**config.mk**
```make
export PLATFORM = sky130hd
export DESIGN_NAME = multi_track_pwm_player
export DESIGN_NICKNAME = d
export VERILOG_FILES = /design/src/rtl/multi_track_pwm_player.sv
export SDC_FILE = /design/constraint.sdc
export NUM_CORES = 1
export LEC_CHECK = 0
export BUFFER_PORTS_ARGS = -buffer_cell sky130_fd_sc_hd__buf_2
export CORE_MARGIN = 3
export CORE_UTILIZATION = 45
export DETAILED_ROUTE_END_ITERATION = 8
export SYNTH_ARGS = -nofsm -noshare
export SYNTH_HDL_FRONTEND = slang
export SYNTH_SLANG_ARGS = --single-unit
export TNS_END_PERCENT = 20
```
**constraint.sdc**
```tcl
create_clock -name clk -period 4.94 [get_ports clk]
set_input_delay 0.741 -clock clk [delete_from_list [all_inputs] [get_ports clk]]
set_output_delay 0.741 -clock clk [all_outputs]
set_load 0.01 [all_outputs]
```
**src/rtl/multi_track_pwm_player.sv**
```systemverilog
// Multi-track sample player: walks one track of an external sample ROM at the
// sample rate and renders each volume-attenuated sample as PWM audio.
module multi_track_pwm_player #(
  parameter int CLK_FREQUENCY_HZ = 100000000,
  parameter int SAMPLE_RATE_HZ   = 8000,
  parameter int DATA_W           = 8,
  parameter int ADDR_W           = 15,
  parameter int NUM_TRACKS       = 4,
  parameter int TRK_W            = 2
) (
  input  logic              clk,
  input  logic              reset,
  input  logic              start,
  input  logic              stop,
  input  logic [TRK_W-1:0]  track_sel,
  input  logic              loop_en,
  input  logic [ADDR_W-1:0] track_last,
  input  logic [2:0]        volume,
  output logic [TRK_W-1:0]  mem_track,
  output logic [ADDR_W-1:0] mem_addr,
  input  logic [DATA_W-1:0] mem_data,
  output logic              busy,
  output logic              done,
  output logic              AUD_PWM,
  output logic              AUD_SD
);

  typedef enum logic {IDLE, PLAY} state_t;

  localparam int DIV_N = CLK_FREQUENCY_HZ / SAMPLE_RATE_HZ;
  localparam int DIV_W = (DIV_N > 1) ? $clog2(DIV_N) : 1;
  localparam logic [DIV_W-1:0] DIV_LAST = DIV_W'(DIV_N - 1);

  state_t            state;
  logic [DIV_W-1:0]  div_cnt;
  logic              tick;
  logic              start_ok;
  logic              loop_q;
  logic [ADDR_W-1:0] last_q;
  logic              load_q1;
  logic              load_q2;
  logic [2:0]        vol_q;
  logic [DATA_W-1:0] pwm_cnt;
  logic [DATA_W-1:0] pending_sample;
  logic [DATA_W-1:0] active_sample;

  assign tick     = (div_cnt == DIV_LAST);
  assign start_ok = start && (int'(track_sel) < NUM_TRACKS);
  assign busy     = (state == PLAY);
  assign AUD_SD   = busy;

  // Free-running sample divider, re-phased by every accepted start.
  always_ff @(posedge clk or negedge reset) begin
    if (!reset) begin
      div_cnt <= '0;
    end else if (start_ok || tick) begin
      div_cnt <= '0;
    end else begin
      div_cnt <= div_cnt + DIV_W'(1);
    end
  end

  always_ff @(posedge clk or negedge reset) begin
    if (!reset) begin
      state     <= IDLE;
      mem_addr  <= '0;
      mem_track <= '0;
      loop_q    <= 1'b0;
      last_q    <= '0;
      done      <= 1'b0;
    end else begin
      done <= 1'b0;
      if (start_ok) begin
        state     <= PLAY;
        mem_addr  <= '0;
        mem_track <= track_sel;
        loop_q    <= loop_en;
        last_q    <= track_last;
      end else if (state == PLAY) begin
        if (stop) begin
          state <= IDLE;
        end else if (tick) begin
          if (mem_addr < last_q) begin
            mem_addr <= mem_addr + ADDR_W'(1);
          end else if (loop_q) begin
            mem_addr <= '0;
          end else begin
            state <= IDLE;
            done  <= 1'b1;
          end
        end
      end
    end
  end

  // The capture trails each address update by the ROM's one-cycle read latency.
  always_ff @(posedge clk or negedge reset) begin
    if (!reset) begin
      load_q1        <= 1'b0;
      load_q2        <= 1'b0;
      pending_sample <= '0;
    end else begin
      load_q1 <= start_ok || (busy && tick);
      load_q2 <= load_q1;
      if (!busy) begin
        pending_sample <= '0;
      end else if (load_q2) begin
        pending_sample <= mem_data >> vol_q;
      end
    end
  end

  // New samples and volume take effect only at a PWM period boundary so a
  // period is never split between two duty values.
  always_ff @(posedge clk or negedge reset) begin
    if (!reset) begin
      pwm_cnt       <= '0;
      active_sample <= '0;
      vol_q         <= '0;
      AUD_PWM       <= 1'b0;
    end else begin
      pwm_cnt <= pwm_cnt + DATA_W'(1);
      if (&pwm_cnt) begin
        active_sample <= pending_sample;
        vol_q         <= volume;
      end
      AUD_PWM <= busy && (pwm_cnt < active_sample);
    end
  end

endmodule

```
Yosys cells after proc, flatten, opt, wreduce, memory -nomap -nowiden:

Index checks and enable logic that the tools add are counted.

* equal/unequal tests: 3
* shift operators: 1
* magnitude comparators: 2
* add/subtract/negate cells: 3
* reductions and logical operators: 9
* multiplexer cells: 21

Operators by type and width (number)
* $mux W15: 6
* $mux W8: 2
* $add A15 B1 Y15 const B: 1
* $lt A15 B15 Y1: 1
* $add A14 B1 Y14 const B: 1
* $eq A14 B14 Y1 const B: 1
* $mux W14: 1
* $mux W1: 12
* $add A8 B1 Y8 const B: 1
* $lt A8 B8 Y1: 1
* $reduce_and A8 Y1: 1
* $shr A8 B3 Y8: 1
* $reduce_and A4 Y1: 1
* $reduce_bool A2 Y1: 2
* $reduce_bool A3 Y1: 1
* $logic_and A1 B1 Y1: 2
* $logic_or A1 B1 Y1: 2
* $ne A2 B1 Y1 const B: 1
* $ne A2 B2 Y1 const B: 1

* input bits: 33
* flip-flop bits (word level): 79
* word-level logic and storage cells: 53

Longest topological paths before layout:

* depth in word-level cells: 6
* gate-level depth with buffers: 10

Least setup slack after synthesis:

OpenSTA, ideal clock, no wires.

* path type: reg2reg
* start point: register div_cnt[11]
* end point: register mem_addr[11]
* clock period less this slack: 2.517 ns
* stages on the path, launching flop included: 9
* setup slack: 2.423 ns
* arrival time: 2.435 ns
* data required time: 4.858 ns
* cell sequence: dfrtp_1 > or4b_1 > or4_4 > or3_4 > a211oi_4 > buf_6 > buf_12 > nand2_2 > a31oi_1

* word-level cells in the longest chain between the ends: 3

RTL lines
* from (decl): line 35 `logic [DIV_W-1:0] div_cnt;`
* from (signal assigned): line 59 `div_cnt <= div_cnt + DIV_W'(1);`
* $eq A14 B14 Y1: line 47 `assign tick = (div_cnt == DIV_LAST);`
* $reduce_bool A2 Y1 (no line)
* $reduce_and A4 Y1 (no line)
* to (signal assigned): line 84 `mem_addr <= mem_addr + ADDR_W'(1);`
* to (decl): line 20 `output logic [ADDR_W-1:0] mem_addr,`

Every way passes these cells.
A chain may end at the register's enable or synchronous reset.

Worst setup path after layout:

* start point: register div_cnt[11]
* end point: register mem_addr[5]

Same word-level chain as after synthesis.

==> results.md <==
* Synth Warn # at 0
* Via count at 3,032
* Yosys top cell by area: dfrtp_1
* Max-cap viol count at 0
* Dpl ws at 1.91 ns
* Vias in the first global route at 2,991
* Post-CTS Setup Inserts at 0
* CP Max Fanout at 20
* Syn Area/Cell at 10.1 um^2
* Final Non-Filler Cells at 568
* Final setup fails at 0
* Synth Flop Type: dfrtp_1
* Fmax at 331 MHz
* PwrDens at 283 nW/um^2
* Worst setup SP type: flop
* Area share of the largest cell type after synthesis at 48.0%
* Clk buf depth at 2
* Initial Util at 46.7%
* Internal at 0.00102 W
* # rows at 34
* GRT Overall Usage at 16.7%
* PortBufs at 53
* Remaining global-route overflow at 0
* Worst-skew pair later-pin latency at 0.34 ns
* Routability cong. at 0.781
* Worst clock skew at 0.00913 ns
* Worst Path Arrival at 3.28 ns
* Critical Path End Type: flop
* Slew Limit Headroom at 34.4%
* Core box area at 8810 um^2
* Final hold vios at 0
* Die area at 10,300 um^2
* Mapped cell area at 4120 um^2
* Slowest stage delay, CP at 0.66 ns
* Switch share at 22.7%
* H-tree Lvls at 3
* Clock slew at reported path FFs at 0.08 ns
* Cell with the largest stage delay on the worst path: a211oi_4
* DRC Markers at 0
* Clock Sinks at 79
* Number of antenna violations at the first check in global routing at 0
* First-pass GRT wire length at 13.8 mm
* Cells after synthesis at 406
* Ports at 54
* Post-cts resize count at 0
* Critical path cell sequence: or4b_1 > or4_4 > or3_4 > a211oi_4 > o21ai_0 > a31oi_1
* Synth unique cells at 54
* Cts bufs inserted at 9
* Antenna fix cells at 0
* Setup CP Type: flop to flop
* Share of layout cells above drive strength 1 at 19.6%
* Antenna viol nets, final at 0
* Post-layout min period at 3.02 ns
* Clock power frac at 41.5%
* Comb pwr share at 6.9%
* Iter 0 DRT Violations at 92
* TritonCTS clock tree: done
* Final period util at 61.2%
* Flop pwr share at 51.6%
* Required time of the critical path at 5.20 ns
* Die width at 102 um
* Final WL at 8.01 mm
* CTS Hold Bufs at 0
* Fin worst setup slack at 1.92 ns
* Psw at 0.000300 W
* Worst hold path type: flop to flop
* Post-synth EDFFs at 0
* Async set or reset register ratio after synthesis at 100%
* Per-cell routed wire length at 14.1 um
* VDD IR-drop max at 135 uV
* Yosys reg bits at 79
* Synthesized net count at 463
* Final setup TNS at 0 ns
* RSZ-0062 raised after global routing: false
* Pre-antenna DRT Iters at 4
* Pins Over Slew Limit at 0
* Seq/Total Area, Yosys at 48.0%
* Tightest Pin Transition at 0.984 ns
* Lkg Pwr at 2.20 nW
* Die Ht at 102 um
* Status: finished, final reports clean
* Root buf cell: clkbuf_8
* DP Cell Count at 552
* Fin nets at 512
* Via density at 5.34
* Detailed placement HPWL at 5.69 mm
* Largest net degree at the start of global routing at 80
* P&R area growth vs syn at 13.4%
* Ranking of synthesized cells by area: dfrtp_1 48%, ha_1 7.3%, o21ai_0 3.8%, nand2_1 3.6%, nor2_1 3.0%
* Fillers at 834
-- metal layers --
| metal | global-route usage (%) | vias up | part of all wire, % |
|---|---|---|---|
| met5 | 0 | - | 0 |
| met4 | 5.52 | 0 | 0.66 |
| met3 | 3.93 | 5 | 3.0 |
| met2 | 27.2 | 46 | 47 |
| met1 | 22.1 | 1474 | 49 |
| li1 | - | 1507 | - |
-- registers in the layout, summed over array words and instances (netlist names) --
register and cells:
loop_q 1, pwm_cnt 8, active_sample 8, AUD_SD 1
pending_sample 8, load_q2 1, AUD_PWM 1, vol_q 3
div_cnt 14, last_q 15, mem_track 2, done 1
mem_addr 15, load_q1 1
-- layout by cell type (no fill, tap or decap), types with 4 or more instances in the layout --
master	n
dfrtp_1	79
a21o_1	6
clkbuf_8	11
mux2_2	10
inv_1	29
a21oi_1	11
mux2i_1	5
nand2b_1	12
xor2_1	10
nand3_1	21
nand2_1	40
a31oi_1	6
ha_1	24
and2_1	4
mux4_2	4
nor3_1	4
o21ai_0	31
xnor2_1	10
buf_2	52
nor2_1	33
a211oi_1	8
-- critical path, delay by kind of cell, from the launching register on --
kind / cells / cell delay, ns
compound gates: 3 / 1.06
simple gates: 3 / 1.48
flops: 1 / 0.40
-- path summary, 6_finish.rpt --
kind,cells past startpoint,from,slack (ns),to
worst min-delay path,0,load_q1,0.35,load_q2
min in group asynchronous,1,reset,0.55,last_q[3]
worst min register to register,0,load_q1,0.35,load_q2
worst max register to register,6,div_cnt[11],1.92,mem_addr[5]
max in group asynchronous,1,reset,3.76,mem_addr[10]
worst max-delay path,6,div_cnt[11],1.92,mem_addr[5]
-- synth_stat cells, types with 6 or more instances --
cell type / n
a21o_1: 6
clkbuf_1: 9
inv_1: 29
a21oi_1: 11
ha_1: 24
a31oi_1: 6
xnor2_1: 10
nor2_1: 33
mux2_2: 10
dfrtp_1: 79
o21ai_0: 31
nand2b_1: 12
xor2_1: 10
a211oi_1: 8
nand2_1: 40
nand3_1: 21
-- cell families (layout without fill, tap and decap cells) --
| logic type | Yosys count | after routing | synth area share [%] |
|---|---|---|---|
| buffers and inverters | 45 | 99 | 4.77 |
| AND/OR/NAND/NOR | 140 | 140 | 17.0 |
| flip-flops | 79 | 79 | 48.0 |
| XOR/XNOR | 20 | 20 | 4.26 |
| adder cells (fa/ha/maj) | 24 | 24 | 7.29 |
| multiplexers | 19 | 19 | 6.14 |
| AO/OA/AOI/OAI | 79 | 79 | 12.6 |
-- stage by stage --
step                util (%)  hold WS, ns  total power [W]  instance area, um^2
floorplan                  -        0.331         0.000744                 4120
global placement        50.4        0.334         0.000786                 4440
detailed placement      50.4        0.341         0.000788                 4440
CTS                     53.0        0.353          0.00134                 4670
global route            53.0        0.361          0.00139                 4670
finish                  53.0        0.348          0.00132                 4670
-- cell type report --
class / instances / area, um^2 / share of cell area, %
Tap cell: 108 / 135 / 2.90
Clock inverter: 4 / 76.3 / 1.64
Inverter: 30 / 113 / 2.41
Timing Repair Buffer: 53 / 268 / 5.74
Clock buffer: 12 / 155 / 3.32
Multi-Input combinational cell: 282 / 1940 / 41.6
Sequential cell: 79 / 1980 / 42.4
-- power by group through the flow --
stage	clock, W	combinational, W	sequential [W]
after global placement	0	0.0000923	0.000694
after global routing	0.000597	0.000108	0.000684
after detailed placement	0	0.0000940	0.000694
after CTS	0.000565	0.0000946	0.000681
final	0.000548	0.0000916	0.000681
after floorplan	0	0.0000529	0.000691
Note: power is estimated with default switching activity, not from simulation.
